[src/rtl/fp_norm_seq.sv]
// Multi-cycle significand normalizer: carry/zero screening, then a left shift of at most
// SHIFT_STEP bits per cycle with an exponent decrement clamped so the exponent never drops below 1.
`timescale 1ns/1ps
module fp_norm_seq #(
    parameter int unsigned SHIFT_STEP = 8
) (
    input  logic        clk,
    input  logic        rst_n,
    input  logic        in_valid,
    output logic        in_ready,
    input  logic        in_sign,
    input  logic [7:0]  in_exp,
    input  logic        in_carry,
    input  logic [23:0] in_mant,
    output logic        out_valid,
    input  logic        out_ready,
    output logic        out_sign,
    output logic [7:0]  out_exp,
    output logic [23:0] out_mant,
    output logic        out_zero,
    output logic        out_ovf,
    output logic        out_denorm,
    output logic        busy
);
    localparam logic [1:0] S_IDLE  = 2'd0;
    localparam logic [1:0] S_CHECK = 2'd1;
    localparam logic [1:0] S_SHIFT = 2'd2;
    localparam logic [1:0] S_DONE  = 2'd3;
    localparam logic [4:0] STEP    = 5'(SHIFT_STEP);

    logic [1:0]  state_q, state_d;
    logic        sign_q, sign_d;
    logic [7:0]  exp_q, exp_d;
    logic        carry_q, carry_d;
    logic [23:0] mant_q, mant_d;
    logic [4:0]  rem_q, rem_d;
    logic        zero_q, zero_d;
    logic        ovf_q, ovf_d;
    logic        den_q, den_d;

    logic [8:0]  exp_inc;
    logic [7:0]  exp_lim;
    logic [4:0]  lz;
    logic [4:0]  rem_chk;
    logic [4:0]  step;
    logic [23:0] shifted;

    function automatic logic [4:0] lzc24(input logic [23:0] m);
        lzc24 = 5'd0;
        for (int unsigned i = 0; i < 24; i++) begin
            if (m[i]) lzc24 = 5'(23 - i);
        end
    endfunction

    // Shift budget is the smaller of the leading-zero count and what keeps the exponent at >= 1.
    always_comb begin
        exp_inc = {1'b0, exp_q} + 9'd1;
        exp_lim = (exp_q == 8'd0) ? 8'd0 : exp_q - 8'd1;
        lz      = lzc24(mant_q);
        rem_chk = ({3'b000, lz} < exp_lim) ? lz : exp_lim[4:0];
        step    = (rem_q > STEP) ? STEP : rem_q;
        shifted = mant_q << step;
    end

    always_comb begin
        state_d = state_q;
        sign_d  = sign_q;
        exp_d   = exp_q;
        carry_d = carry_q;
        mant_d  = mant_q;
        rem_d   = rem_q;
        zero_d  = zero_q;
        ovf_d   = ovf_q;
        den_d   = den_q;
        case (state_q)
            S_IDLE: begin
                if (in_valid) begin
                    sign_d  = in_sign;
                    exp_d   = in_exp;
                    carry_d = in_carry;
                    mant_d  = in_mant;
                    state_d = S_CHECK;
                end
            end
            S_CHECK: begin
                zero_d = 1'b0;
                ovf_d  = 1'b0;
                den_d  = 1'b0;
                rem_d  = 5'd0;
                if (carry_q) begin
                    state_d = S_DONE;
                    if (exp_inc >= 9'd255) begin
                        exp_d  = 8'hFF;
                        mant_d = '0;
                        ovf_d  = 1'b1;
                    end else begin
                        exp_d  = exp_inc[7:0];
                        mant_d = {1'b1, mant_q[23:1]};
                    end
                end else if (mant_q == 24'd0) begin
                    exp_d   = 8'd0;
                    zero_d  = 1'b1;
                    state_d = S_DONE;
                end else if (rem_chk == 5'd0) begin
                    state_d = S_DONE;
                    if (!mant_q[23]) begin
                        exp_d = 8'd0;
                        den_d = 1'b1;
                    end
                end else begin
                    rem_d   = rem_chk;
                    state_d = S_SHIFT;
                end
            end
            S_SHIFT: begin
                mant_d = shifted;
                exp_d  = exp_q - {3'b000, step};
                rem_d  = rem_q - step;
                if (rem_q == step) begin
                    state_d = S_DONE;
                    if (!shifted[23]) begin
                        exp_d = 8'd0;
                        den_d = 1'b1;
                    end
                end
            end
            default: begin
                if (out_ready) state_d = S_IDLE;
            end
        endcase
    end

    always_ff @(posedge clk) begin
        if (!rst_n) begin
            state_q <= S_IDLE;
            sign_q  <= 1'b0;
            exp_q   <= '0;
            carry_q <= 1'b0;
            mant_q  <= '0;
            rem_q   <= '0;
            zero_q  <= 1'b0;
            ovf_q   <= 1'b0;
            den_q   <= 1'b0;
        end else begin
            state_q <= state_d;
            sign_q  <= sign_d;
            exp_q   <= exp_d;
            carry_q <= carry_d;
            mant_q  <= mant_d;
            rem_q   <= rem_d;
            zero_q  <= zero_d;
            ovf_q   <= ovf_d;
            den_q   <= den_d;
        end
    end

    assign in_ready   = (state_q == S_IDLE);
    assign out_valid  = (state_q == S_DONE);
    assign busy       = (state_q != S_IDLE);
    assign out_sign   = sign_q;
    assign out_exp    = exp_q;
    assign out_mant   = mant_q;
    assign out_zero   = zero_q;
    assign out_ovf    = ovf_q;
    assign out_denorm = den_q;
endmodule
[config.mk]
export PLATFORM = sky130hd
export DESIGN_NAME = fp_norm_seq
export DESIGN_NICKNAME = d
export VERILOG_FILES = /design/src/rtl/fp_norm_seq.sv
export SDC_FILE = /design/constraint.sdc
export NUM_CORES = 1
export LEC_CHECK = 0
export ABC_AREA = 1
export CORE_UTILIZATION = 45
export CTS_CLUSTER_SIZE = 40
export DETAILED_ROUTE_END_ITERATION = 10
export PLACE_DENSITY = 0.72
export REMOVE_ABC_BUFFERS = 1
export SYNTH_ARGS = -nofsm -noshare
export SYNTH_HDL_FRONTEND = slang
export SYNTH_SLANG_ARGS = --single-unit
[constraint.sdc]
create_clock -name clk -period 3.3 [get_ports clk]
set_clock_uncertainty 0.05 [all_clocks]
set_input_delay 0.66 -clock clk [delete_from_list [all_inputs] [get_ports clk]]
set_output_delay 0.66 -clock clk [all_outputs]
set_load 0.02 [all_outputs]
* Yosys cells after proc, flatten, opt, wreduce, memory -nomap -nowiden
Cells that the tools add are included.
** Word-level totals
- Register bits :: 44
- Input port bits :: 38
- Output and inout port bits :: 39
- Logic and storage cells :: 102
** Cells by class
- Add/subtract/negate cells :: 4
- Order comparisons :: 3
- Equality and inequality tests :: 10
- Shift operators :: 1
- Mux-type cells :: 62
- Reduce and logical (&&, ||, !) cells :: 13
** Operators with widths (number)
- $mux 5 :: 29
- $mux 24 :: 3
- $mux 8 :: 9
- $pmux 24 s3 :: 1
- $logic_not 24->1 :: 1
- $pmux 8 s3 :: 1
- $shl 24x5->24 :: 1
- $mux 1 :: 13
- $pmux 5 s2 :: 1
- $add 8x1->9 const B :: 1
- $ge 9x8->1 const B :: 1
- $reduce_and 3->1 :: 3
- $logic_not 8->1 :: 1
- $lt 5x8->1 :: 1
- $ne 2x2->1 const B :: 4
- $ne 4x4->1 const B :: 2
- $sub 8x1->8 const B :: 1
- $sub 8x5->8 :: 1
- $mux 2 :: 3
- $pmux 2 s3 :: 1
- $eq 5x5->1 :: 1
- $gt 5x4->1 const B :: 1
- $logic_not 5->1 :: 1
- $sub 5x5->5 :: 1
- 9 further kinds :: 11

* Depth between registers and ports, before layout
- Word-level depth :: 31
- Mapped depth :: 41
- Mapped depth without buffers :: 40

* Least setup slack after synthesis
No wires, ideal clock.
- Kind :: reg-to-reg
- Start :: register rem_q[3]
- End :: register exp_q[7], in the netlist out_exp[7]
- Arrival time :: 3127 ps
- Data required time :: 3186 ps
- Path slack :: 59 ps
- Stages on the path, launching flop included :: 19
- Path buffers :: 2
- Period minus slack after synthesis :: 3241 ps
- Cell sequence :: dfxtp_1 nor2_1 a31oi_1 nor2_1 inv_1 clkbuf_1 clkbuf_1 ha_1 nand3_1 nand2_1 a21o_1 a21oi_1 nand2_1 xor2_1 o21ai_0 o21ai_0 nand3_1 nand2_1 nor2_1
** Between the ends
- Word-level cells in the longest chain between the ends :: 6
- Elaborated cells between the ends (all ways) :: 8
- Those cells by class :: 1 x add/sub; 1 x order compare; 1 x eq/ne; 1 x shift; 4 x mux
** Ends and longest elaborated chain
- from (decl) :: RTL line 36 : logic [4:0] rem_q, rem_d;
- from (signal assigned) :: RTL line 150 : rem_q <= rem_d;
- $gt 5x4->1 :: RTL line 61 : step = (rem_q > STEP) ? STEP : rem_q;
- $mux 5 :: RTL line 61
- $sub 8x5->8 or $shl 24x5->24 (tied branches) :: RTL line 117, 62
- $mux 8 :: RTL line 121 : if (!shifted[23]) begin
- $mux 8 (*) :: RTL line 119 : if (rem_q == step) begin
- $pmux 8 s3 (*) :: RTL line 75 : case (state_q)
- to (signal assigned) :: RTL line 147 : exp_q <= exp_d;
- to (decl) :: RTL line 33 : logic [7:0] exp_q, exp_d;
Mark *: on every way between the ends. The rest lies on a longest branch, timed or not.
A chain may end at the register's enable or synchronous reset.

* Final worst setup path
- Start :: register mant_q[1], in the netlist out_mant[1]
- End :: register exp_q[7], in the netlist out_exp[7]
** Between the ends
- Word-level cells in the longest chain between the ends :: 28
- Elaborated cells between the ends (all ways) :: 36
- Those cells by class :: 1 x order compare; 2 x eq/ne; 1 x shift; 29 x mux; 3 x reduce/logical
** Ends and longest elaborated chain
- from (decl) :: RTL line 35 : logic [23:0] mant_q, mant_d;
- from (signal assigned) :: RTL line 149 : mant_q <= mant_d;
- $mux 5 (23 in a row) :: RTL line 51 : if (m[i]) lzc24 = 5'(23 - i);
- $lt 5x8->1 :: RTL line 60 : rem_chk = ({3'b000, lz} < exp_lim) ? lz : exp_lim[4:0];
- $mux 5 :: RTL line 60
- $logic_not 5->1 :: RTL line 104 : end else if (rem_chk == 5'd0) begin
- $ne 4x4->1 (no line)
- $reduce_and 4->1 (no line)
Several ways; a longest one is shown, not always the timed one.

==> out/metrics.yaml <==
cts:
  postCtsHoldBufs: 0
  path_clk_slew_ps: 90
  root_buffer: "clkbuf_8"
  cts_htree_levels: 2
  numCtsBuffers: 5
  cts_sinks: 44
  clk_path_buf_depth: 2
  tritoncts: "done"
  insertion_delay_ps: 320
routing:
  dr_total_vias: 5359
  vias_per_cell: 5.72
  drtIter0Drc: 481
  drt_pass1_iterations: 5
  antenna_left: 0
  wl_per_cell_um: 16.2
  drc: 0
  routed_wl_mm: 15.2
sta:
  max-slew-margin-rel_pct: 51.0
  maxSlewViolCount: 0
  fmax_mhz: 308
  rsz0062_at_grt: "yes"
  post-route-period-util_pct: 98.5
  fin_crit_ps: 3250
  setup_slack_ps: 51.1
  timing.hold.ws_ps: 434
  setup_viol: 0
  tightestPinTransition_ps: 734
  hold_viol: 0
worst_setup_path:
  crit_required_ps: 3460
  crit_slowest_cell: "dfxtp_2"
  slowest_delay_ps: 360
  critPathCaptureType: "flop"
  critPathBufInv: 3
  worstSetupPathType: "flop to flop"
  arrival_ps: 3410
  cp_max_fo: 8
  cp-start-kind: "flop"
  crit_family: "simple AND/OR/NAND/NOR gates"
  crit_top_cell: "nand2_1"
logic_synthesis:
  yosys_warnings: 0
  avgSynthCellArea_um2: 5.94
  ys_ff_latch: 44
  syn_area_mm2: 0.00428
  ys_top_cells_by_count: "nand2_1 (197), inv_1 (80), nor2_1 (68)"
  synth_top_area_share_pct: 20.6
  post_synth_num_cell_types: 46
  netlist_top_cells_area: "dfxtp_1 (21%), nand2_1 (17%), inv_1 (7.0%), o21ai_0 (7.0%), a21oi_1 (6.1%)"
  synthAdderAreaFrac_pct: 5.44
  synth_edf_count: 0
  yosys_most_used_dff: "dfxtp_1"
  synth_top_family_by_area: "simple AND/OR/NAND/NOR gates"
  synth_compound_area_share_pct: 29.3
  ys_seq_area_share_pct: 20.6
  async_flop_share_pct: 0
  yosys.area_share.simple_pct: 30.5
  synth.area.mux_share_pct: 0.702
  synth_area_leader_cell: "dfxtp_1"
  yosysMostFrequentCell: "nand2_1"
  postSynthCellCount: 720
  yosys.area_share.xor_xnor_pct: 1.84
placement:
  port_buffers: 76
  dpl.hpwl_mm: 11.3
  dp_slack_ps: 21.3
  placedCellCount: 923
  gp_congestion: 0.927
floorplan:
  dieWidth_um: 99.5
  core_mm2: 0.00924
  fp-row-count: 35
  initial_core_util_pct: 46.3
  ios: 77
  die_h_um: 99.5
  die_area_mm2: 0.00990
grt:
  grt.total_usage_pct: 30.1
  antenna_found_initial: 0
  grt_pass1_vias: 4719
  grt_start_max_net_pins: 48
  grt_remaining_overflow: 0
  grt_pass1_wl_mm: 23.8
cells_and_area:
  final_util_pct: 61.3
  fin_nets: 863
  layout-drive-gt1-share_pct: 12.7
  fin_cells: 937
  area_growth_pct: 32.4
  n_antenna_cell: 0
flow_run:
  drv_cap: 0
run_status:
  status: "completed"
worst_hold_path:
  hold_path.class: "flop to flop"
[kinds of logic (layout without fill, tap and decap cells)]
logic type	after synthesis	count (layout)
AND/OR/NAND/NOR	318	319
AO/OA/AOI/OAI	202	202
buffers and inverters	125	211
flip-flops	44	44
adder cells (fa/ha/maj)	18	18
XOR/XNOR	9	9
multiplexers	3	3
other	1	2
[metal layers]
metal	global-route usage, %	part of all wire, %	vias up	wire, µm
li1	-	-	2610	-
met1	46.2	47	2472	7150
met2	43.5	43	258	6550
met4	5.54	0.85	0	129
met3	5.55	8.8	19	1340
met5	0	0	-	0
[worst paths after layout]
path	depth (start not counted)	from	end	slack, ps
max reg2reg	28	out_mant[1]$_SDFFE_PN0P_	out_exp[7]$_SDFFE_PN0P_	50
min reg2reg	2	out_ovf$_SDFFE_PN0P_	out_ovf$_SDFFE_PN0P_	430
min	2	out_ovf$_SDFFE_PN0P_	out_ovf$_SDFFE_PN0P_	430
max	28	out_mant[1]$_SDFFE_PN0P_	out_exp[7]$_SDFFE_PN0P_	50
[worst min-delay path: stages (launching register included)]
cell and delay [ps]:
dfxtp_1 330, nand2_1 60, a21oi_1 60
[placed cells by master (no fill, tap or decap), drive strengths merged, types with 17 or more instances in the layout]
master and n:
buf 39, dfxtp 44, inv 87, nand2 204, ha 17, nor2 69
nand3 29, o211ai 25, clkdlybuf4s50 76, o21ai 63, a21oi 58
[repair_timing]
action,in CTS,in global routing
buffers inserted,0,5
gates resized for setup,0,48
setup endpoints to repair,0,10
[registers in the layout, summed over array words and instances (netlist names)]
register    count
carry_q         1
out_denorm      1
out_exp         8
out_mant       24
out_ovf         1
out_sign        1
out_zero        1
rem_q           5
state_q         2
[stage by stage]
stage               instance area [µm²]  setup TNS [ps]
floorplan                          4120           -5060
detailed placement                 5310               0
global placement                   5310               0
CTS                                5430               0
global route                       5670           -1060
finish                             5670               0
[cell type report]
| class | instances | area, µm² |
|---|---|---|
| Clock buffer | 5 | 68.8 |
| Clock inverter | 3 | 46.3 |
| Fill cell | 910 | 3570 |
| Sequential cell | 44 | 891 |
| Timing Repair Buffer | 115 | 1070 |
| Inverter | 88 | 333 |
| Multi-Input combinational cell | 553 | 3100 |
| Tap cell | 129 | 161 |
Power is not shown: default switching activity piles up to over one toggle a cycle in this logic, so the estimate is an artifact.
